[src/rtl/button_conditioner.sv]
// button_conditioner: per-channel 2-flop synchroniser, debounce and single-cycle press pulse.
// Define AUTO_REPEAT_EN to add hold-to-auto-repeat (FSM states: IDLE wait | HOLD first delay | REPEAT periodic).
module button_conditioner #(
  parameter int N_BUTTONS       = 5,
  parameter int DEBOUNCE_CYCLES = 1_000_000,
  parameter int REPEAT_DELAY    = 50_000_000,
  parameter int REPEAT_PERIOD   = 10_000_000,
  parameter int CNT_W           = 26
) (
  input  logic                 clk,
  input  logic                 reset,
  input  logic [N_BUTTONS-1:0] button_in,
  output logic [N_BUTTONS-1:0] button_level,
  output logic [N_BUTTONS-1:0] button_pulse
);

  localparam logic [CNT_W-1:0] DEB_LAST = CNT_W'(DEBOUNCE_CYCLES - 1);

  if (DEBOUNCE_CYCLES < 2) begin : g_bad_debounce
    $error("button_conditioner: DEBOUNCE_CYCLES must be >= 2");
  end
  if (REPEAT_DELAY < 2 || REPEAT_PERIOD < 2) begin : g_bad_repeat
    $error("button_conditioner: REPEAT_DELAY and REPEAT_PERIOD must be >= 2");
  end

  logic [N_BUTTONS-1:0] sync1_q, sync2_q;
  logic [N_BUTTONS-1:0] level_q, level_d;
  logic [N_BUTTONS-1:0] pulse_q, pulse_d;
  logic [N_BUTTONS-1:0] rise;
  logic [CNT_W-1:0]     deb_cnt_q [N_BUTTONS];
  logic [CNT_W-1:0]     deb_cnt_d [N_BUTTONS];

  // A change is accepted on the DEBOUNCE_CYCLES-th consecutive differing sample.
  always_comb begin
    for (int i = 0; i < N_BUTTONS; i++) begin
      deb_cnt_d[i] = '0;
      level_d[i]   = level_q[i];
      rise[i]      = 1'b0;
      if (sync2_q[i] != level_q[i]) begin
        if (deb_cnt_q[i] == DEB_LAST) begin
          level_d[i] = ~level_q[i];
          rise[i]    = ~level_q[i];
        end else begin
          deb_cnt_d[i] = deb_cnt_q[i] + CNT_W'(1);
        end
      end
    end
  end

  always_ff @(posedge clk) begin
    if (reset) begin
      sync1_q <= '0;
      sync2_q <= '0;
      level_q <= '0;
      pulse_q <= '0;
      for (int i = 0; i < N_BUTTONS; i++) begin
        deb_cnt_q[i] <= '0;
      end
    end else begin
      sync1_q <= button_in;
      sync2_q <= sync1_q;
      level_q <= level_d;
      pulse_q <= pulse_d;
      for (int i = 0; i < N_BUTTONS; i++) begin
        deb_cnt_q[i] <= deb_cnt_d[i];
      end
    end
  end

`ifdef AUTO_REPEAT_EN
  typedef enum logic [1:0] {
    ST_IDLE   = 2'd0,
    ST_HOLD   = 2'd1,
    ST_REPEAT = 2'd2
  } rpt_state_e;

  localparam logic [CNT_W-1:0] DELAY_LAST  = CNT_W'(REPEAT_DELAY - 1);
  localparam logic [CNT_W-1:0] PERIOD_LAST = CNT_W'(REPEAT_PERIOD - 1);

  rpt_state_e       state_q [N_BUTTONS];
  rpt_state_e       state_d [N_BUTTONS];
  logic [CNT_W-1:0] timer_q [N_BUTTONS];
  logic [CNT_W-1:0] timer_d [N_BUTTONS];

  // Release is judged on the next level so it suppresses a repeat due on the same edge.
  always_comb begin
    for (int i = 0; i < N_BUTTONS; i++) begin
      state_d[i] = state_q[i];
      timer_d[i] = timer_q[i];
      pulse_d[i] = 1'b0;
      if (!level_d[i]) begin
        state_d[i] = ST_IDLE;
        timer_d[i] = '0;
      end else begin
        case (state_q[i])
          ST_IDLE: begin
            if (rise[i]) begin
              pulse_d[i] = 1'b1;
              timer_d[i] = '0;
              state_d[i] = ST_HOLD;
            end
          end
          ST_HOLD: begin
            if (timer_q[i] == DELAY_LAST) begin
              pulse_d[i] = 1'b1;
              timer_d[i] = '0;
              state_d[i] = ST_REPEAT;
            end else begin
              timer_d[i] = timer_q[i] + CNT_W'(1);
            end
          end
          ST_REPEAT: begin
            if (timer_q[i] == PERIOD_LAST) begin
              pulse_d[i] = 1'b1;
              timer_d[i] = '0;
            end else begin
              timer_d[i] = timer_q[i] + CNT_W'(1);
            end
          end
          default: begin
            state_d[i] = ST_IDLE;
            timer_d[i] = '0;
          end
        endcase
      end
    end
  end

  always_ff @(posedge clk) begin
    if (reset) begin
      for (int i = 0; i < N_BUTTONS; i++) begin
        state_q[i] <= ST_IDLE;
        timer_q[i] <= '0;
      end
    end else begin
      for (int i = 0; i < N_BUTTONS; i++) begin
        state_q[i] <= state_d[i];
        timer_q[i] <= timer_d[i];
      end
    end
  end
`else
  always_comb begin
    pulse_d = rise;
  end
`endif

  assign button_level = level_q;
  assign button_pulse = pulse_q;

endmodule
[config.mk]
export PLATFORM = sky130hd
export DESIGN_NAME = button_conditioner
export DESIGN_NICKNAME = d
export VERILOG_FILES = /design/src/rtl/button_conditioner.sv
export SDC_FILE = /design/constraint.sdc
export NUM_CORES = 1
export LEC_CHECK = 0
export BUFFER_PORTS_ARGS = -buffer_cell sky130_fd_sc_hd__buf_2
export CAP_MARGIN = 25
export CORE_ASPECT_RATIO = 2
export CORE_MARGIN = 5
export CORE_UTILIZATION = 67
export DETAILED_ROUTE_END_ITERATION = 8
export PLACE_DENSITY = 0.95
export SYNTH_ARGS = -nofsm -noshare
export SYNTH_HDL_FRONTEND = slang
export SYNTH_SLANG_ARGS = --single-unit
[constraint.sdc]
create_clock -name clk -period 4.2 [get_ports clk]
set_input_delay 0.21 -clock clk [delete_from_list [all_inputs] [get_ports clk]]
set_output_delay 0.21 -clock clk [all_outputs]
set_load 0.05 [all_outputs]
==> results.md, run 1 <==
- Status: complete, no violations
- Syn. warnings: 0
- RD Place Congestion: 0.872
- Cell leakage power: 2.19 nW
- Unrepaired setup endpoints after global routing: no
- Final Critical Period: 2.64 ns
- Post-placement worst setup slack: 1.64 ns
- Slew margin rel.: 34.3%
- Worst-skew pair later-pin latency: 0.42 ns
- Die H: 152 um
- Final WS setup: 1.56 ns
- Fraction of registers with async set/reset: 0%
- Antenna violations before repair: 0
- PortBufs: 16
- Iter 0 DRT Violations: 393
- Max-cap violation count: 0
- Ys flop type: dfxtp_1
- I/O Pins: 17
- Max-slew violation count: 0
- WP data arrival: 2.90 ns
- Vias in the first global route: 6137
- Worst setup SP type: flop
- Highest net fanout along the worst path: 24
- Seq cells post-synth: 150
- Cts bufs inserted: 17
- Layout cells sized above 1: 7.93%
- Area leader, netlist: dfxtp_1
- H-tree Lvls: 4
- Critical Path Sink Type: flop
- N_diodes: 0
- Wirelength per Cell: 16.9 um
- Setup violations, final: 0
- Synth Cell Area: 6740 um^2
- Worst IR Drop VDD: 0.431 mV
- Fmax achieved: 0.379 GHz
- Fin area: 7470 um^2
- Critical Path RT: 4.46 ns
- Worst Tran Pin Value: 0.985 ns
- Most instantiated cells after synthesis: 150 x dfxtp_1, 83 x nor2_1, 56 x a21oi_1, 47 x nand2_1, 47 x nand3_1
- Final wirelength: 15.8 mm
- CTS root buffer: clkbuf_16
- Area post-placement: 6900 um^2
- DR vias/cell: 6.50
- Max clock buf depth: 2
- Synth unique cells: 41
- First-pass GRT wire length: 26.7 mm
- Rows: 51
- Count leader, synth: dfxtp_1
- Gr ovfl total: 0
- Register clock-pin slew on the reported worst setup and hold paths: 0.06 ns
- Hold Path Class: in -> reg
- Die Footprint: 12300 um^2
- Syn Inst Count: 781
- Die width: 80.9 um
- Top cell type's share of synthesized area: 44.5%
- Core area: 9830 um^2
- Setup Skew: 0.00881 ns
- Total power: 2.88 mW
- Post-synth EDFFs: 0
- Largest net degree at the start of global routing: 28
- CP Class: reg -> reg
- CTS sink cnt: 150
- DP HPWL: 10.6 mm
- CTS tree: built
- Global Route Usage Sum: 26.7%
- Syn_nets: 793
- Power Dens Cells: 386 nW/um^2
- DR vias: 6104
- Final #Nets: 806
- Fin crit share: 62.9%
- Layout area overhead: 10.9%
- Top cells by area, synth: dfxtp_1 45%, xnor2_1 5.6%, nor2_1 4.6%, a21oi_1 4.2%, xor2_1 3.6%
- Post_cts resized: 0
- Seq/Total Area, Yosys: 44.5%
- Initial Utilization: 68.6%
- Fin Setup TNS: 0 ns
- Mean Syn Cell Area: 8.63 um^2
- DRC: 0
- Antenna-violating nets left: 0
- Pre-antenna DRT Iters: 7
- Final core utilization: 76.1%
- Final Hold Fails: 0
metrics by stage:
step,instances,hold WS [ns]
after floorplan,781,0.338
after global placement,905,0.419
after detailed placement,905,0.430
after CTS,939,0.00728
after global routing,939,0.0267
final,939,0.0155
repair_timing:
item / in CTS / in global routing
hold buffers: 2 / 0
endpoints found under the hold margin: 2 / 0
buffers inserted: 0 / 0
layout by cell type (no fill, tap or decap), drive strengths merged, types with 2 or more instances in the layout:
cell type,n
a21oi,56
inv,23
o31ai,30
and2,4
nor4,23
nand3,47
xor2,28
nor2,83
nand2b,3
xnor2,43
clkinvlp,4
clkbuf,18
nor4b,10
dlygate4sd3,2
or4,33
or3,31
nor3,16
dfxtp,150
o21ai,30
and3,13
nand2,47
nor2b,10
clkinv,7
ha,5
nand4,39
buf,20
and4,21
worst paths after layout:
kind	from	endpoint	slack (ns)	cells after the start
min reg2reg	sync1_q[2]	sync2_q[2]	0.44	1
max	deb_cnt_q[0][52]	deb_cnt_q[0][55]	1.56	5
min	button_in[0]	sync1_q[0]	0.02	2
max reg2reg	deb_cnt_q[0][52]	deb_cnt_q[0][55]	1.56	5
state kept, by name (all words and copies together), names as in the netlist:
signal        flops
button_level      5
button_pulse      5
deb_cnt_q       130
sync1_q           5
sync2_q           5
report_power, final:
group	switching (mW)	total [mW]	internal, mW
Clock	0.607	1.42	0.816
Combinational	0.0184	0.0286	0.0103
Sequential	0.00439	1.43	1.43
critical path, cell delays in order, from the launching register on:
cell	delay [ns]
dfxtp_1	0.41
ha_1	0.22
nand3_1	0.29
or4_1	0.64
o21ai_2	0.78
nor2_1	0.14
per-layer routing:
layer,wire [um],track usage (%)
met4,735,15.3
met5,0,0
met2,8840,49.5
met3,636,5.56
met1,5630,25.9
final cells by class:
type                       instances  area (um^2)
multi-input combinational        582         3540
inverter                          21         78.8
clock buffer                      18          429
tap                              132          165
fill                             644         2350
clock inverter                    14          128
sequential                       150         3000
timing repair buffer              22          130
logic make-up (layout without fill, tap and decap cells):
kind of cell	count (synthesis)	count (layout)	synth area share, %
and+or+nand+nor	384	384	31.8
DFF	150	150	44.5
AOI/OAI and AO/OA	122	122	10.6
xor gates and xnor gates	71	71	9.22
buffers and inverters	49	75	2.95
adders and majority gates	5	5	0.928
No activity file was read; power rests on OpenSTA's default activity.
==> run 2: changes to the inputs <==
Settings changed: ABC_AREA set to 1, CORE_UTILIZATION 67 to 63, PLACE_DENSITY 0.95 to 0.91.
Clock period 4.2 ns to 2.7 ns, I/O delays scaled along.
==> results.md, run 2 <==
- Register bank with the most flops: deb_cnt_q
- Vias in the first global route: 7484
- Area leader, netlist: dfxtp_1
- Wirelength per Cell: 13.3 um
- Antenna-violating nets left: 0
- Antenna violations before repair: 0
- Seq/Total Area, Yosys: 38.1%
- Critical path startpoint: deb_cnt_q[0][104]
- Total power: 4.79 mW
- Number of cells on the critical path: 8
- R2R setup slack: 1.03 ns
- Most common cell after layout, fill and taps aside: nand2_1
- DRC: 0
- Reg2reg end: deb_cnt_q[0][115]
- Top cells by area, synth: dfxtp_1 38%, nand2_1 17%, nor2_1 15%, inv_1 5.7%, nand3_1 4.7%
- First-pass GRT wire length: 32.3 mm
- Largest net degree at the start of global routing: 27
- Synth unique cells: 28
- Hold slack final: 0.0662 ns
- Setup violations, final: 0
- Syn. warnings: 0
- Max-slew violation count: 0
- DP HPWL: 13.7 mm
- CTS root buffer: clkbuf_16
- Cell leakage power: 2.64 nW
- Worst Tran Pin Value: 0.424 ns
- Reg area: 3000 um^2
- Final #Nets: 1273
- Final Critical Period: 1.67 ns
- Core area: 12200 um^2
- Power Dens Cells: 551 nW/um^2
- Hold Path Class: in -> reg
- Syn Inst Count: 1232
- Die width: 89.1 um
- WP data arrival: 1.96 ns
- Register clock-pin slew on the reported worst setup and hold paths: 0.06 ns
- Fmax achieved: 0.599 GHz
- Pre-antenna DRT Iters: 5
- CP Class: reg -> reg
- Seq cells post-synth: 150
- Commonest cells after routing, fill and taps aside: 359 x nand2_1, 325 x nor2_1, 150 x dfxtp_1
- Top cell type's share of synthesized area: 38.1%
- Crit path largest cell delay: 0.37 ns
- N_diodes: 0
- PortBufs: 16
- CTS sink cnt: 150
- Cts bufs inserted: 17
- # fillers: 998
- Max clock buf depth: 2
- Non-Filler Instances: 1419
- Placed insts: 1384
- DR vias: 7634
- Count leader, synth: nand2_1
- Max-cap violation count: 0
- Die Footprint: 15000 um^2
- Die H: 168 um
- Global Route Usage Sum: 27.0%
- Area of the multi-input gates: 4290 um^2
- Final Hold Fails: 0
- Highest net fanout along the worst path: 25
- Final core utilization: 71.4%
- Worst path buffer plus inverter count: 1
- RD Place Congestion: 0.958
- Iter 0 DRT Violations: 325
- Layout area overhead: 10.5%
- Cell mode on critical path: nor2_1
- Critical Path Sink Type: flop
- Status: complete, no violations
- Unrepaired setup endpoints after global routing: no
- Layout cells sized above 1: 6.05%
- Most instantiated cells after synthesis: 359 x nand2_1, 325 x nor2_1, 150 x dfxtp_1, 120 x inv_1, 74 x nand3_1
- I/O Pins: 17
- DR vias/cell: 5.38
- Gr ovfl total: 0
- Mean Syn Cell Area: 6.39 um^2
- Crit path to: deb_cnt_q[0][115]
- Syn_nets: 1244
- Worst r2r src: deb_cnt_q[0][104]
- Reg2reg path depth: 8
- Worst setup SP type: flop
- Slowest CP cell: dfxtp_1
- Ys flop type: dfxtp_1
- Critical Path RT: 2.99 ns
- Cell family with most CP delay: simple AND/OR/NAND/NOR gates
- Synth Cell Area: 7880 um^2
- Final wirelength: 18.9 mm
- Initial Utilization: 64.6%
- CTS tree: built
- Setup Skew: 0.0112 ns
- Fraction of registers with async set/reset: 0%
- Worst-skew pair later-pin latency: 0.42 ns
- Post-synth EDFFs: 0
- Worst IR Drop VDD: 0.476 mV
- Crit-path cells: ha_1 > nand3_2 > inv_2 > nand3_1 > nor2_1 > nand2_1 > nand2_4 > nor2_1
- Rows: 57
- Number of flip-flops under the largest register name: 130
- Slew margin rel.: 71.6%
- Post-CTS Setup Bufs: 0
- Fin crit share: 61.8%
- Fin Setup TNS: 0 ns
- H-tree Lvls: 4
## run 2: kinds of logic (layout without fill, tap and decap cells)
| group | Yosys count | in the layout | synth area share (%) |
|---|---|---|---|
| xor+xnor | 55 | 55 | 6.12 |
| compound gates | 65 | 65 | 4.30 |
| simple gates | 822 | 822 | 43.3 |
| fa+ha+maj | 5 | 5 | 0.794 |
| buf+inv | 135 | 175 | 7.39 |
| flops | 150 | 150 | 38.1 |
## run 2: worst min-delay path by stage
stage,from,endpoint,cells after the start
after floorplan,button_in[0],sync1_q[0],2
after global placement,button_in[1],sync1_q[1],3
final,reset,sync1_q[1],2
after CTS,reset,sync1_q[1],2
after global routing,reset,sync1_q[0],2
after detailed placement,button_in[3],sync1_q[3],3
## run 2: cell type report
type / count / area share (%)
multi-input cells: 947 / 49.3
flip-flops and latches: 150 / 34.5
clock buffers: 22 / 5.56
inverters: 124 / 5.35
well taps: 147 / 2.11
clock inverters: 8 / 1.68
repair buffers: 21 / 1.49
## run 2: report_power, final
part | leakage (nW) | switching (mW) | total (mW) | internal, mW
Clock | 0.308 | 0.882 | 2.52 | 1.63
Combinational | 1.12 | 0.0328 | 0.0499 | 0.0170
Sequential | 1.21 | 0.00546 | 2.23 | 2.22
## run 2: timing repair
| item | in CTS | in global routing |
|---|---|---|
| hold buffers | 5 | 0 |
| resized for setup | 0 | 0 |
| endpoints found under the hold margin | 5 | 0 |
## run 2: routing by layer
metal | GRT usage (%) | routed length (um) | vias up
met5 | 0 | 0 | -
met4 | 17.4 | 1200 | 0
met3 | 4.11 | 613 | 105
met2 | 49.7 | 10200 | 227
met1 | 26.7 | 6820 | 3447
li1 | - | - | 3855
## run 2: worst register-to-register path, cell delays in order (launching register included)
cell     delay, ns
dfxtp_1       0.37
ha_1          0.22
nand3_2       0.15
inv_2         0.13
nand3_1       0.08
nor2_1        0.12
nand2_1       0.13
nand2_4       0.25
nor2_1        0.10
## run 2: through the flow
stage / area [um^2] / setup slack (ns)
finish: 8700 / 1.03
global route: 8700 / 0.808
CTS: 8700 / 1.01
detailed placement: 8020 / 1.06
global placement: 8020 / 1.13
floorplan: 7880 / 1.20
